`src/rtl/elbeth_pipeline_ctrl.sv`:
```
// rtl/elbeth_pipeline_ctrl.sv - pipeline hazard/stall/flush controller with saturating stall counter
// Optional macro ELBETH_FWD_EN enables EX-result bypass; without it every RAW hit costs a bubble.
module elbeth_pipeline_ctrl #(
  parameter int CNT_W = 16
) (
  input  logic             clk,
  input  logic             rst,
  input  logic [4:0]       id_rs1,
  input  logic [4:0]       id_rs2,
  input  logic             id_use_rs1,
  input  logic             id_use_rs2,
  input  logic [4:0]       exs_rd_addr,
  input  logic             exs_w_gpr_en,
  input  logic             exs_mem_rd,
  input  logic             exs_mem_req,
  input  logic             dmem_ready,
  input  logic             exs_branch_taken,
  output logic             if_stall,
  output logic             id_stall,
  output logic             exs_stall,
  output logic             if_flush,
  output logic             id_bubble,
  output logic             match_forward_rs1,
  output logic             match_forward_rs2,
  output logic [CNT_W-1:0] stall_count,
  output logic [1:0]       ctrl_state
);

  typedef enum logic [1:0] {
    ST_RUN      = 2'd0,
    ST_MEM_WAIT = 2'd1,
    ST_FLUSH    = 2'd2,
    ST_BAD      = 2'd3
  } state_t;

  state_t           state_q, state_d;
  logic             flush_cnt_q, flush_cnt_d;
  logic [CNT_W-1:0] stall_cnt_q;

  logic hit_rs1, hit_rs2;
  logic bypass_rs1, bypass_rs2;
  logic load_hit, stall_hit;

  assign hit_rs1 = id_use_rs1 && exs_w_gpr_en && (exs_rd_addr != 5'd0) && (exs_rd_addr == id_rs1);
  assign hit_rs2 = id_use_rs2 && exs_w_gpr_en && (exs_rd_addr != 5'd0) && (exs_rd_addr == id_rs2);

  assign bypass_rs1 = hit_rs1 && !exs_mem_rd;
  assign bypass_rs2 = hit_rs2 && !exs_mem_rd;
  assign load_hit   = exs_mem_rd && (hit_rs1 || hit_rs2);

`ifdef ELBETH_FWD_EN
  assign stall_hit = load_hit;
`else
  // No bypass network: an ALU result dependency must also wait one cycle.
  assign stall_hit = load_hit || bypass_rs1 || bypass_rs2;
`endif

  always_comb begin
    if_stall    = 1'b0;
    id_stall    = 1'b0;
    exs_stall   = 1'b0;
    if_flush    = 1'b0;
    id_bubble   = 1'b0;
    state_d     = state_q;
    flush_cnt_d = flush_cnt_q;
    if (!rst) begin
      case (state_q)
        ST_RUN: begin
          if (exs_mem_req && !dmem_ready) begin
            if_stall  = 1'b1;
            id_stall  = 1'b1;
            exs_stall = 1'b1;
            state_d   = ST_MEM_WAIT;
          end else if (exs_branch_taken) begin
            if_flush    = 1'b1;
            id_bubble   = 1'b1;
            flush_cnt_d = 1'b1;
            state_d     = ST_FLUSH;
          end else if (stall_hit) begin
            if_stall  = 1'b1;
            id_stall  = 1'b1;
            id_bubble = 1'b1;
          end
        end
        ST_MEM_WAIT: begin
          if (!dmem_ready) begin
            if_stall  = 1'b1;
            id_stall  = 1'b1;
            exs_stall = 1'b1;
          end else if (exs_branch_taken) begin
            if_flush    = 1'b1;
            id_bubble   = 1'b1;
            flush_cnt_d = 1'b1;
            state_d     = ST_FLUSH;
          end else begin
            state_d = ST_RUN;
          end
        end
        ST_FLUSH: begin
          if_flush = 1'b1;
          if (flush_cnt_q == 1'b0) begin
            state_d = ST_RUN;
          end else begin
            flush_cnt_d = flush_cnt_q - 1'b1;
          end
        end
        default: state_d = ST_RUN;
      endcase
    end
  end

`ifdef ELBETH_FWD_EN
  assign match_forward_rs1 = !rst && bypass_rs1 && !id_bubble && (state_q != ST_MEM_WAIT);
  assign match_forward_rs2 = !rst && bypass_rs2 && !id_bubble && (state_q != ST_MEM_WAIT);
`else
  assign match_forward_rs1 = 1'b0;
  assign match_forward_rs2 = 1'b0;
`endif

  always_ff @(posedge clk) begin
    if (rst) begin
      state_q     <= ST_RUN;
      flush_cnt_q <= 1'b0;
      stall_cnt_q <= '0;
    end else begin
      state_q     <= state_d;
      flush_cnt_q <= flush_cnt_d;
      if (if_stall && (stall_cnt_q != {CNT_W{1'b1}})) begin
        stall_cnt_q <= stall_cnt_q + 1'b1;
      end
    end
  end

  assign stall_count = stall_cnt_q;
  assign ctrl_state  = state_q;

endmodule

```
`config.mk`:
```
export PLATFORM = sky130hd
export DESIGN_NAME = elbeth_pipeline_ctrl
export DESIGN_NICKNAME = d
export VERILOG_FILES = /design/src/rtl/elbeth_pipeline_ctrl.sv
export SDC_FILE = /design/constraint.sdc
export NUM_CORES = 1
export LEC_CHECK = 0
export ABC_AREA = 1
export CORE_ASPECT_RATIO = 1.25
export CORE_MARGIN = 10
export CORE_UTILIZATION = 33
export CTS_CLUSTER_SIZE = 28
export DETAILED_ROUTE_END_ITERATION = 10
export PLACE_DENSITY_LB_ADDON = 0.25
export SYNTH_ARGS = -nofsm -noshare
export SYNTH_HDL_FRONTEND = slang
export SYNTH_SLANG_ARGS = --single-unit
```
`constraint.sdc`:
```
create_clock -name clk -period 2.01 [get_ports clk]
set_clock_uncertainty 0.2 [all_clocks]
set_input_delay 0.201 -clock clk [delete_from_list [all_inputs] [get_ports clk]]
set_output_delay 0.201 -clock clk [all_outputs]
set_load 0.01 [all_outputs]
```
==> qor.csv <==
metric;value;unit
share of cells above drive strength 1;0.171;
post-synth top area share;0.272;
DRC viols;0;
sequential share of the synthesized area;0.272;
Synth Flop Type;dfxtp_1;
port bufs;45;
Final Max Tran Viols;0;
crit-path cells;ha_4, nand3_4, nor3_4, nand2_2, nor2_4, nand4_4, buf_2, nand3_1, a21oi_1;
hold_buf cts;0;
power per cell area;394;mW/mm2
vias;1640;
Vias/cell;4.70;
setup violators final;0;
dpl ws;-0.350;ns
overflow left after global routing;0;
Crit path largest cell delay;0.36;ns
XOR/XNOR Fraction of Synth Area;0.0876;
filler instances;437;
syn avg cell area;6.14;um2
CP required;1.96;ns
Synth Area in Compound Gates;0.0751;
EDFF count, synth;0;
Max Fclk;0.522;GHz
status;completed;
async set-reset flop share out of synthesis;0;
post-synthesis mux area share;0;
DRT antenna net count;0;
Crit path arrival time;1.87;ns
Leak Pwr;0.995;nW
CTS root buf;clkbuf_8;
Cell Area, Synth;0.00140;mm2
hpwl dp;3310;um
global-route wire length before repair;6820;um
vias in the first global route;1589;
initial antenna violation count;0;
Iter 0 DRT Violations;85;
slowest stage cell, crit path;dfxtp_2;
routed len/inst;12.0;um
Final Cycle Share;0.953;
non-filler instance count after layout;349;
clock transition at the registers of the reported paths;0.07;ns
CP Class;reg2reg;
Final min period;1.91;ns
Worst Hold Class;reg2reg;
Overall Global Routing Usage;0.109;
area of the die;0.00726;mm2
largest net degree at the start of global routing;16;
post-synthesis adder-cell area fraction;0.00894;
clock sink count;19;
Final Wtd Congestion;0.851;
commonest non-fill, non-tap cells in the layout;nand2_1, clkdlybuf4s50_1, inv_1;
DRT Pass-1 Iters;4;
maxcap violations;0;
largest family of logic cells by synthesized area;simple AND/OR/NAND/NOR gates;
largest area contributor in the netlist;dfxtp_1;
Die X;78.3;um
Cells after Synth;228;
final WL;4200;um
Worst VDD drop;241;uV
CTS buffer count;3;
Initial Utilization;0.342;
io pins;49;
Core Region;0.00410;mm2
worst-skew pair later-pin latency;0.26;ns
CTS max path bufs;2;
endpoint type of the worst setup path;flip-flop;
Max FO, Critical Path;5;
Critical Path Start Type;flip-flop;
synthesis-to-layout area growth;54.1;%
diode count;0;
most common cell after layout, fill and taps aside;nand2_1;
Area contributors post-synth;dfxtp_1, nand2_1, nand3_1, inv_1, xor2_1;
CTS tree;yes;
placed cell count;340;
post-route setup slack;0.0951;ns
Yosys warnings;0;
Distinct cells, synth;26;
post-synthesis simple-gate area fraction;0.424;
Layout Nets;319;
Die Y;92.8;um
htree depth;1;
Final Hold Fails;0;
FF+latch count, synth;19;
Rows;26;
final timing paths:
check                                                 start                            to  slack, ns  cells past startpoint
worst min-delay path               flush_cnt_q$_SDFFE_PP0P_      flush_cnt_q$_SDFFE_PP0P_       0.28                      2
worst max register to register  stall_count[1]$_SDFFE_PP0P_  stall_count[14]$_SDFFE_PP0P_        0.1                      9
worst min register to register     flush_cnt_q$_SDFFE_PP0P_      flush_cnt_q$_SDFFE_PP0P_       0.28                      2
worst max-delay path            stall_count[1]$_SDFFE_PP0P_  stall_count[14]$_SDFFE_PP0P_        0.1                      9
metrics by stage:
step / power (mW) / TNS [ns] / utilization / instance area [um2] / hold WS, ns
finish: 0.850 / 0 / 0.526 / 2160 / 0.279
global route: 0.899 / -0.0169 / 0.526 / 2160 / 0.307
CTS: 0.849 / 0 / 0.501 / 2050 / 0.277
detailed placement: 0.582 / -4.20 / 0.490 / 2010 / 0.267
global placement: 0.580 / -3.89 / 0.490 / 2010 / 0.261
floorplan: 0.482 / 0 / - / 1400 / 0.179
state kept, by name, summed over array words and instances, names as in the netlist:
register / cells
stall_count: 16
ctrl_state: 2
flush_cnt_q: 1
per-layer routing:
layer,part of all wire,track usage,up-vias
li1,-,-,843
met1,0.40,0.111,748
met2,0.54,0.209,42
met3,0.052,0.0290,7
met4,0.012,0.0344,0
met5,0,0,-
critical path, delay by kind of cell (launching register included):
family	cells	cell delay, ns
AND/OR/NAND/NOR	6	0.81
buffers and inverters	1	0.23
adder cells (fa/ha/maj)	1	0.16
AO/OA/AOI/OAI	1	0.06
flip-flops	1	0.36
cell type report:
type / instances / area [um2] / share of cell area
inverter: 35 / 131 / 0.0609
sequential: 19 / 385 / 0.179
clock buffer: 4 / 45.0 / 0.0209
multi-input combinational: 168 / 902 / 0.418
tap: 56 / 70.1 / 0.0325
timing repair buffer: 67 / 623 / 0.289
report_power, final:
group | internal [mW] | leakage [nW] | switching (mW)
Combinational | 0.0961 | 0.817 | 0.0951
Clock | 0.141 | 0.0228 | 0.131
Sequential | 0.383 | 0.156 | 0.00453
cells by family after synthesis:
group / after synthesis
other: 1
adder cells (fa/ha/maj): 1
buffers and inverters: 43
AND/OR/NAND/NOR: 130
XOR/XNOR: 14
flip-flops: 19
AO/OA/AOI/OAI: 20
synthesized netlist by cell type (3+ instances only):
library cell and number:
nor3_1 7, nor2_1 21, nand2_1 65, nand3_1 28, buf_4 3, a21oi_1 16, xnor2_1 4, xor2_1 10
inv_1 33, dfxtp_1 19
what timing repair did:
action,CTS,global route
gates resized for setup,12,29
pin swaps,0,9
endpoints found under the hold margin,0,0
gates cloned,0,2
setup endpoints to repair,5,20
buffers inserted,0,3
No activity file was read; power rests on OpenSTA's default activity.
